--- src/rtl/vga_layer_mixer.sv ---
// N-layer priority pixel compositor with colour-key transparency, background colour and
// a CPU register bank whose configuration can be committed synchronously to vsync.
module vga_layer_mixer #(
    parameter int NUM_LAYERS = 4,
    parameter int COLOR_W    = 12,
    parameter int ADDR_W     = 4,
    parameter int FCNT_W     = 16
) (
    input  logic                          clk,
    input  logic                          rst,
    input  logic [3:0]                    we,
    input  logic                          rd,
    input  logic [ADDR_W-1:0]             addr,
    input  logic [31:0]                   wdata,
    output logic [31:0]                   rdata,
    input  logic [NUM_LAYERS*COLOR_W-1:0] layer_color,
    input  logic [NUM_LAYERS-1:0]         layer_valid,
    input  logic                          blank_in,
    input  logic                          vsync_in,
    output logic [COLOR_W-1:0]            pixel_out,
    output logic                          pixel_blank,
    output logic                          irq
);

    localparam logic [31:0] EN_MASK   = 32'((64'd1 << NUM_LAYERS) - 64'd1);
    localparam logic [31:0] CTRL_MASK = EN_MASK | 32'h0003_0000;
    localparam logic [31:0] COL_MASK  = 32'((64'd1 << COLOR_W) - 64'd1);
    localparam logic [31:0] KEY_MASK  = COL_MASK | 32'h0100_0000;

    logic [31:0] ctrl_q, ctrl_d, bg_q, bg_d;
    logic [31:0] key_q [NUM_LAYERS];
    logic [31:0] key_d [NUM_LAYERS];

    logic [NUM_LAYERS-1:0] en_a_q, en_a_d, keyen_a_q, keyen_a_d;
    logic [COLOR_W-1:0]    bg_a_q, bg_a_d;
    logic [COLOR_W-1:0]    key_a_q [NUM_LAYERS];
    logic [COLOR_W-1:0]    key_a_d [NUM_LAYERS];

    logic                  vs_s1_q, vs_s2_q, vs_prev_q, vs_edge;
    logic                  commit_pend_q, commit_pend_d, irq_pend_q, irq_pend_d;
    logic [FCNT_W-1:0]     fcnt_q, fcnt_d;
    logic [31:0]           rdata_q, rdata_d;

    logic [NUM_LAYERS*COLOR_W-1:0] col1_q;
    logic [NUM_LAYERS-1:0]         vis1_q, vis1_d;
    logic                          blank1_q, pblank_q;
    logic [COLOR_W-1:0]            pix_q, pix_d;

    logic [31:0] addr_w, byte_mask, status;
    logic        wr_cfg, commit, found;

    assign addr_w  = 32'(addr);
    assign vs_edge = vs_prev_q & ~vs_s2_q;
    assign commit  = vs_edge & commit_pend_q;

    always_comb begin
        for (int unsigned k = 0; k < 4; k++) byte_mask[8*k +: 8] = {8{we[k]}};
    end

    always_comb begin
        status = '0;
        status[0] = irq_pend_q;
        status[1] = commit_pend_q;
        status[16 +: FCNT_W] = fcnt_q;
    end

    // Shadow writes, commit bookkeeping, status and read-back
    always_comb begin
        ctrl_d = ctrl_q;
        bg_d   = bg_q;
        key_d  = key_q;
        wr_cfg = 1'b0;
        if (|we) begin
            if (addr_w == 32'd0) begin
                ctrl_d = ((ctrl_q & ~byte_mask) | (wdata & byte_mask)) & CTRL_MASK;
                wr_cfg = 1'b1;
            end
            if (addr_w == 32'd1) begin
                bg_d   = ((bg_q & ~byte_mask) | (wdata & byte_mask)) & COL_MASK;
                wr_cfg = 1'b1;
            end
            for (int unsigned i = 0; i < NUM_LAYERS; i++) begin
                if (addr_w == 32'(4 + i)) begin
                    key_d[i] = ((key_q[i] & ~byte_mask) | (wdata & byte_mask)) & KEY_MASK;
                    wr_cfg   = 1'b1;
                end
            end
        end

        commit_pend_d = commit_pend_q;
        if (commit) commit_pend_d = 1'b0;
        if (wr_cfg && ctrl_d[16]) commit_pend_d = 1'b1;

        irq_pend_d = irq_pend_q;
        if (we[0] && addr_w == 32'd2 && wdata[0]) irq_pend_d = 1'b0;
        if (vs_edge) irq_pend_d = 1'b1;

        fcnt_d = vs_edge ? fcnt_q + 1'b1 : fcnt_q;

        rdata_d = rdata_q;
        if (rd) begin
            rdata_d = '0;
            if (addr_w == 32'd0) rdata_d = ctrl_q;
            if (addr_w == 32'd1) rdata_d = bg_q;
            if (addr_w == 32'd2) rdata_d = status;
            for (int unsigned i = 0; i < NUM_LAYERS; i++) begin
                if (addr_w == 32'(4 + i)) rdata_d = key_q[i];
            end
        end
    end

    // With SYNC_UPD clear the active set simply trails the shadow by one cycle;
    // with it set, only a vsync commit (of the pre-write shadow) moves it.
    always_comb begin
        en_a_d    = en_a_q;
        bg_a_d    = bg_a_q;
        key_a_d   = key_a_q;
        keyen_a_d = keyen_a_q;
        if (!ctrl_q[16] || commit) begin
            en_a_d = ctrl_q[NUM_LAYERS-1:0];
            bg_a_d = bg_q[COLOR_W-1:0];
            for (int unsigned i = 0; i < NUM_LAYERS; i++) begin
                key_a_d[i]   = key_q[i][COLOR_W-1:0];
                keyen_a_d[i] = key_q[i][24];
            end
        end
    end

    always_comb begin
        for (int unsigned i = 0; i < NUM_LAYERS; i++) begin
            vis1_d[i] = layer_valid[i] & en_a_q[i] &
                        ~(keyen_a_q[i] & (layer_color[i*COLOR_W +: COLOR_W] == key_a_q[i]));
        end
    end

    always_comb begin
        pix_d = bg_a_q;
        found = 1'b0;
        for (int unsigned i = 0; i < NUM_LAYERS; i++) begin
            if (!found && vis1_q[i]) begin
                pix_d = col1_q[i*COLOR_W +: COLOR_W];
                found = 1'b1;
            end
        end
        if (blank1_q) pix_d = '0;
    end

    always_ff @(posedge clk) begin
        if (rst) begin
            ctrl_q        <= '0;
            bg_q          <= '0;
            en_a_q        <= '0;
            bg_a_q        <= '0;
            keyen_a_q     <= '0;
            for (int unsigned i = 0; i < NUM_LAYERS; i++) begin
                key_q[i]   <= '0;
                key_a_q[i] <= '0;
            end
            vs_s1_q       <= 1'b1;
            vs_s2_q       <= 1'b1;
            vs_prev_q     <= 1'b1;
            commit_pend_q <= 1'b0;
            irq_pend_q    <= 1'b0;
            fcnt_q        <= '0;
            rdata_q       <= '0;
            col1_q        <= '0;
            vis1_q        <= '0;
            blank1_q      <= 1'b1;
            pix_q         <= '0;
            pblank_q      <= 1'b1;
        end else begin
            ctrl_q        <= ctrl_d;
            bg_q          <= bg_d;
            key_q         <= key_d;
            en_a_q        <= en_a_d;
            bg_a_q        <= bg_a_d;
            key_a_q       <= key_a_d;
            keyen_a_q     <= keyen_a_d;
            vs_s1_q       <= vsync_in;
            vs_s2_q       <= vs_s1_q;
            vs_prev_q     <= vs_s2_q;
            commit_pend_q <= commit_pend_d;
            irq_pend_q    <= irq_pend_d;
            fcnt_q        <= fcnt_d;
            rdata_q       <= rdata_d;
            col1_q        <= layer_color;
            vis1_q        <= vis1_d;
            blank1_q      <= blank_in;
            pix_q         <= pix_d;
            pblank_q      <= blank1_q;
        end
    end

    assign rdata       = rdata_q;
    assign pixel_out   = pix_q;
    assign pixel_blank = pblank_q;
    assign irq         = irq_pend_q & ctrl_q[17];

endmodule
--- config.mk ---
export PLATFORM = sky130hd
export DESIGN_NAME = vga_layer_mixer
export DESIGN_NICKNAME = d
export VERILOG_FILES = /design/src/rtl/vga_layer_mixer.sv
export SDC_FILE = /design/constraint.sdc
export NUM_CORES = 1
export LEC_CHECK = 0
export ABC_CLOCK_PERIOD_IN_PS = 1600
export CORE_UTILIZATION = 49
export DETAILED_ROUTE_END_ITERATION = 16
export GPL_TIMING_DRIVEN = 0
export PLACE_DENSITY = 0.8
export SYNTH_ARGS = -nofsm -noshare
export SYNTH_HDL_FRONTEND = slang
export SYNTH_SLANG_ARGS = --single-unit
export TNS_END_PERCENT = 5
--- constraint.sdc ---
create_clock -name clk -period 1.6 [get_ports clk]
set_input_delay 0.24 -clock clk [delete_from_list [all_inputs] [get_ports clk]]
set_output_delay 0.24 -clock clk [all_outputs]
set_load 0.03 [all_outputs]
After elaboration in Yosys (flattened, before gate mapping)
Index checks and enable logic that the tools add are counted.

storage, ports and cells
  logic and storage cells = 120
  input bits = 97
  output and inout port bits = 46
  register bits = 257

cells by class
  muxes and demuxes = 27
  add/sub/neg operators = 1
  equal/unequal tests = 10
  bitwise logic cells = 34
  reduce and logical (&&, ||, !) cells = 22

operator list
  kind                   number
  $mux 32                6
  $and 25x25->25         5
  $or 25x25->25          4
  $eq 12x12->1           4
  $mux 12                4
  $mux 17                2
  $logic_not 32->1       1
  $not 25->25            1
  $and 18x18->18         1
  $mux 18                1
  $or 18x18->18          1
  $add 16x1->16 const B  1
  $eq 4x3->1 const B     4
  $and 1x1->1            15
  $mux 1                 14
  $and 12x12->12         1
  $or 12x12->12          1
  $reduce_and 2->1       6
  $logic_and 1x1->1      6
  $not 1->1              5
  $eq 4x1->1 const B     1
  $eq 4x2->1 const B     1
  $logic_not 1->1        4
  $reduce_bool 2->1      2
  3 further kinds        3

Longest topological paths before layout
  depth in word-level cells = 10
  mapped depth = 7

Least setup slack after synthesis
No wires, ideal clock.

  kind = reg2reg
  start = register fcnt_q[7]
  end = register fcnt_q[15]
  stages on the path, launching flop included = 5
  slack = -0.146 ns
  data required time = 1.530 ns
  period minus slack after synthesis = 1.746 ns
  setup time = 0.070 ns
  data arrival time = 1.676 ns
  path buffers = 0
  cells stage by stage = dfxtp_1 nand4_2 or4_4 or4_1 a21oi_1

on the way
  cells in the longest elaborated chain, start to end = 1

ends and longest elaborated chain
  what                    RTL line  text
  from (decl)             41        logic [FCNT_W-1:0] fcnt_q, fcnt_d;
  from (signal assigned)  184       fcnt_q <= fcnt_d;
  $add 16x1->16           98        fcnt_d = vs_edge ? fcnt_q + 1'b1 : fcnt_q;

Every way passes these cells.
A chain may end at the register's enable or synchronous reset.

Worst setup path after layout
  start = register fcnt_q[4]
  end = register fcnt_q[15]

Same word-level chain as after synthesis.

==> qor.yml <==
critical_path:
  worst-path-buf-inv: 0
  startpoint_type: "flop"
  critPathKind: "reg2reg"
  cpPeakStageDelay_ns: 0.53
  crit_arrival_ns: 2.15
  crit_required_ns: 2.06
  crit_path_end_kind: "flop"
  crit_slowest_cell: "or4_4"
  path_delay_family: "simple AND/OR/NAND/NOR gates"
  crit_fanout: 4
  path_cells: "nand3_2 -> or4_4 -> or4_4 -> a21oi_2"
  path_common_cell: "or4_4"
power_and_ir_drop:
  peakVddDrop_uv: 720.0
  p_seq_share_pct: 46.5
  clkPwrFrac_pct: 46.2
  p_int_uw: 10840
  leakagePower_uw: 0.004779
  p_switching_uw: 3113
  combPwrFrac_pct: 7.2
  p_sw_share_pct: 22.32
  p_per_area_nw_per_um2: 1076
layout:
  syn_to_final_growth_pct: 27.06
  antenna_cells: 0
  fin_nets: 1478
  drive_gt1_share_pct: 11.44
  final_cell_area_um2: 12960
floorplanning:
  fp.dieW_um: 146.3
  dieHeight_um: 146.3
  fp.coreArea_um2: 20300
  ios: 143
  start_util_pct: 50.27
  dieArea_um2: 21410
  rows: 52
synthesis:
  synthArstFlopShare_pct: 0
  syn_inst: 1224
  syn_area_um2: 10200
  yosys_warnings: 0
  yosys_register_bits: 253
  synth_ff_type: "dfxtp_1"
  syn_avg_cell_area_um2: 8.336
  synth-edff-count: 0
  synth_cell_type_count: 53
  synth_seq_area_share_pct: 49.64
sta:
  tightest_slew_ns: 0.6944
  rsz0062_at_grt: "true"
  maxSlewHeadroom_pct: 53.59
  fin_crit_sh_pct: 105.6
  fmax_ghz: 0.5921
  finalHoldViolCount: 0
  tns_ns: -0.2174
  min_period_ns: 1.689
  slew_violations: 0
  skew_ns: 0.008955
  finalSetupViolations: 4
  fin_ws_ns: -0.08900
grt:
  grt_max_degree: 14
  grt_pass1_vias: 8860
  grt_pass1_wl_um: 47200
  grt.total_usage_pct: 28.17
  overflow: 0
  antenna_found_initial: 0
routing:
  avgRoutedWirePerCell_um: 18.45
  finalWirelength_um: 30800
  drt_pre_antenna_iters: 5
  drtAntennaViolNets: 0
  viasPerCell: 5.552
  vias: 9267
  drc: 0
  drt_iter0_markers: 879
place:
  portBuffers: 120
  dp_hpwl_um: 23090
  gp_congestion: 0.9383
  place_area_um2: 11780
clocking:
  path_clk_slew_ns: 0.06
  cts_buffers: 26
  cts_sinks: 253
  cts_max_level: 1
  clk_path_buf_depth: 3
  clkLatencyLatePin_ns: 0.53
  cts_tree: "yes"
  clock-root-buffer: "clkbuf_16"
  cts_hold_buf: 0
flow_run:
  maxCapViolCount: 0
min_path:
  min_path_type: "in2reg"
outcome:
  outcome: "complete, but fails checks"
  violations: "setup timing"
cell families (layout without fill, tap and decap cells):
| family | after synthesis | count (layout) | synth area share [%] |
|---|---|---|---|
| XOR/XNOR | 58 | 58 | 4.978 |
| flip-flops | 253 | 253 | 49.64 |
| multiplexers | 45 | 45 | 4.463 |
| other | 1 | 4 | 0.03675 |
| adder cells (fa/ha/maj) | 1 | 1 | 0.1226 |
| AO/OA/AOI/OAI | 247 | 247 | 13.22 |
| AND/OR/NAND/NOR | 525 | 525 | 23.81 |
| buffers and inverters | 94 | 266 | 3.728 |
metrics by stage:
| stage | worst slack, ns | hold WS (ns) | total power (uW) | instances | util [%] |
|---|---|---|---|---|---|
| after global placement | -1.111 | 0.3929 | 7582 | 1617 | 58.01 |
| after floorplan | -0.08048 | 0.3438 | 7096 | 1227 | - |
| after detailed placement | -1.160 | 0.3948 | 7592 | 1617 | 58.01 |
| after global routing | -0.1172 | 0.2913 | 14310 | 1669 | 63.87 |
| final | -0.08900 | 0.2810 | 13950 | 1669 | 63.87 |
| after CTS | -0.2111 | 0.2744 | 13930 | 1666 | 63.10 |
placed cells by master (no fill, tap or decap), types with 5 or more instances in the layout:
cell type and n:
a21oi_1 149, a31oi_1 13, and3_1 5, buf_2 7, buf_4 16, buf_6 5
clkbuf_1 23, clkbuf_16 27, clkbuf_2 32, clkbuf_4 11, clkbuf_8 6, clkdlybuf4s50_1 78
dfxtp_1 240, dfxtp_2 5, dfxtp_4 8, dlygate4sd2_1 41, inv_1 9, mux2i_1 41
nand2_1 262, nand2b_1 6, nand3_1 58, nand4_1 10, nor2_1 62, nor2b_1 63
nor3_1 15, nor4_1 7, o21ai_0 48, o21ai_1 6, or2_2 5, xnor2_1 47
xor2_1 11
Yosys cell counts, types with 2 or more instances:
cell | number | area (um2)
nand2_1 | 263 | 987.2
dfxtp_1 | 253 | 5065
a21oi_1 | 151 | 755.7
clkbuf_1 | 65 | 244.0
nor2b_1 | 64 | 400.4
nor2_1 | 63 | 236.5
nand3_1 | 60 | 300.3
o21ai_0 | 52 | 260.3
xnor2_1 | 47 | 411.6
mux2i_1 | 41 | 410.4
nor3_1 | 16 | 80.08
a31oi_1 | 13 | 81.33
xor2_1 | 11 | 96.34
nand4_1 | 10 | 62.56
inv_1 | 9 | 33.78
a2bb2oi_1 | 8 | 70.07
buf_1 | 8 | 30.03
nor4_1 | 8 | 50.05
buf_2 | 7 | 35.03
nand2b_1 | 7 | 43.79
and3_1 | 5 | 31.28
buf_4 | 5 | 37.54
or2_2 | 5 | 31.28
mux2_2 | 4 | 45.04
nor4b_1 | 3 | 26.28
o21a_1 | 3 | 22.52
o21ai_1 | 3 | 15.01
or4_1 | 3 | 22.52
a211o_1 | 2 | 17.52
and2_1 | 2 | 12.51
and4b_1 | 2 | 20.02
nand3b_1 | 2 | 15.01
nand4b_1 | 2 | 17.52
nor3b_1 | 2 | 15.01
nor4bb_1 | 2 | 20.02
o2111ai_1 | 2 | 17.52
o211ai_1 | 2 | 15.01
o22a_1 | 2 | 17.52
o31ai_1 | 2 | 15.01
o32ai_1 | 2 | 17.52
layout make-up:
cell class / count / area (um2)
Fill cell: 1705 / 7335
Sequential cell: 253 / 5101
Multi-Input combinational cell: 880 / 4902
Timing Repair Buffer: 126 / 1190
Clock buffer: 39 / 780.7
Buffer: 84 / 479.2
Tap cell: 270 / 337.8
Clock inverter: 8 / 140.1
Inverter: 9 / 33.78
worst paths after layout:
| path | start | end | slack (ns) | cells after the start |
|---|---|---|---|---|
| worst max-delay path | fcnt_q[4] | fcnt_q[15] | -0.09 | 4 |
| worst min-delay path | vsync_in | vs_s1_q | 0.28 | 2 |
| worst max register to register | fcnt_q[4] | fcnt_q[15] | -0.09 | 4 |
| worst min register to register | vs_s1_q | vs_s2_q | 0.41 | 1 |
timing repair:
| action | CTS | global route |
|---|---|---|
| setup buffers | 3 | 3 |
| pin swaps | 2 | 3 |
| setup endpoints to repair | 249 | 180 |
| resized for setup | 106 | 86 |
power by group through the flow:
stage	Sequential (uW)	Clock, uW	Combinational, uW
floorplan	6640	0	460
global placement	6630	0	948
detailed placement	6640	0	957
CTS	6490	6460	976
global route	6490	6750	1070
finish	6490	6450	1010
routing by layer:
metal | vias to the layer above | part of all wire [%] | track usage, %
met1 | 4276 | 42 | 35.44
met4 | 0 | 5.1 | 15.63
met5 | - | 0 | 0
li1 | 4450 | - | -
met3 | 106 | 7.2 | 4.406
met2 | 435 | 46 | 46.21
Note: power is estimated with default switching activity, not from simulation.
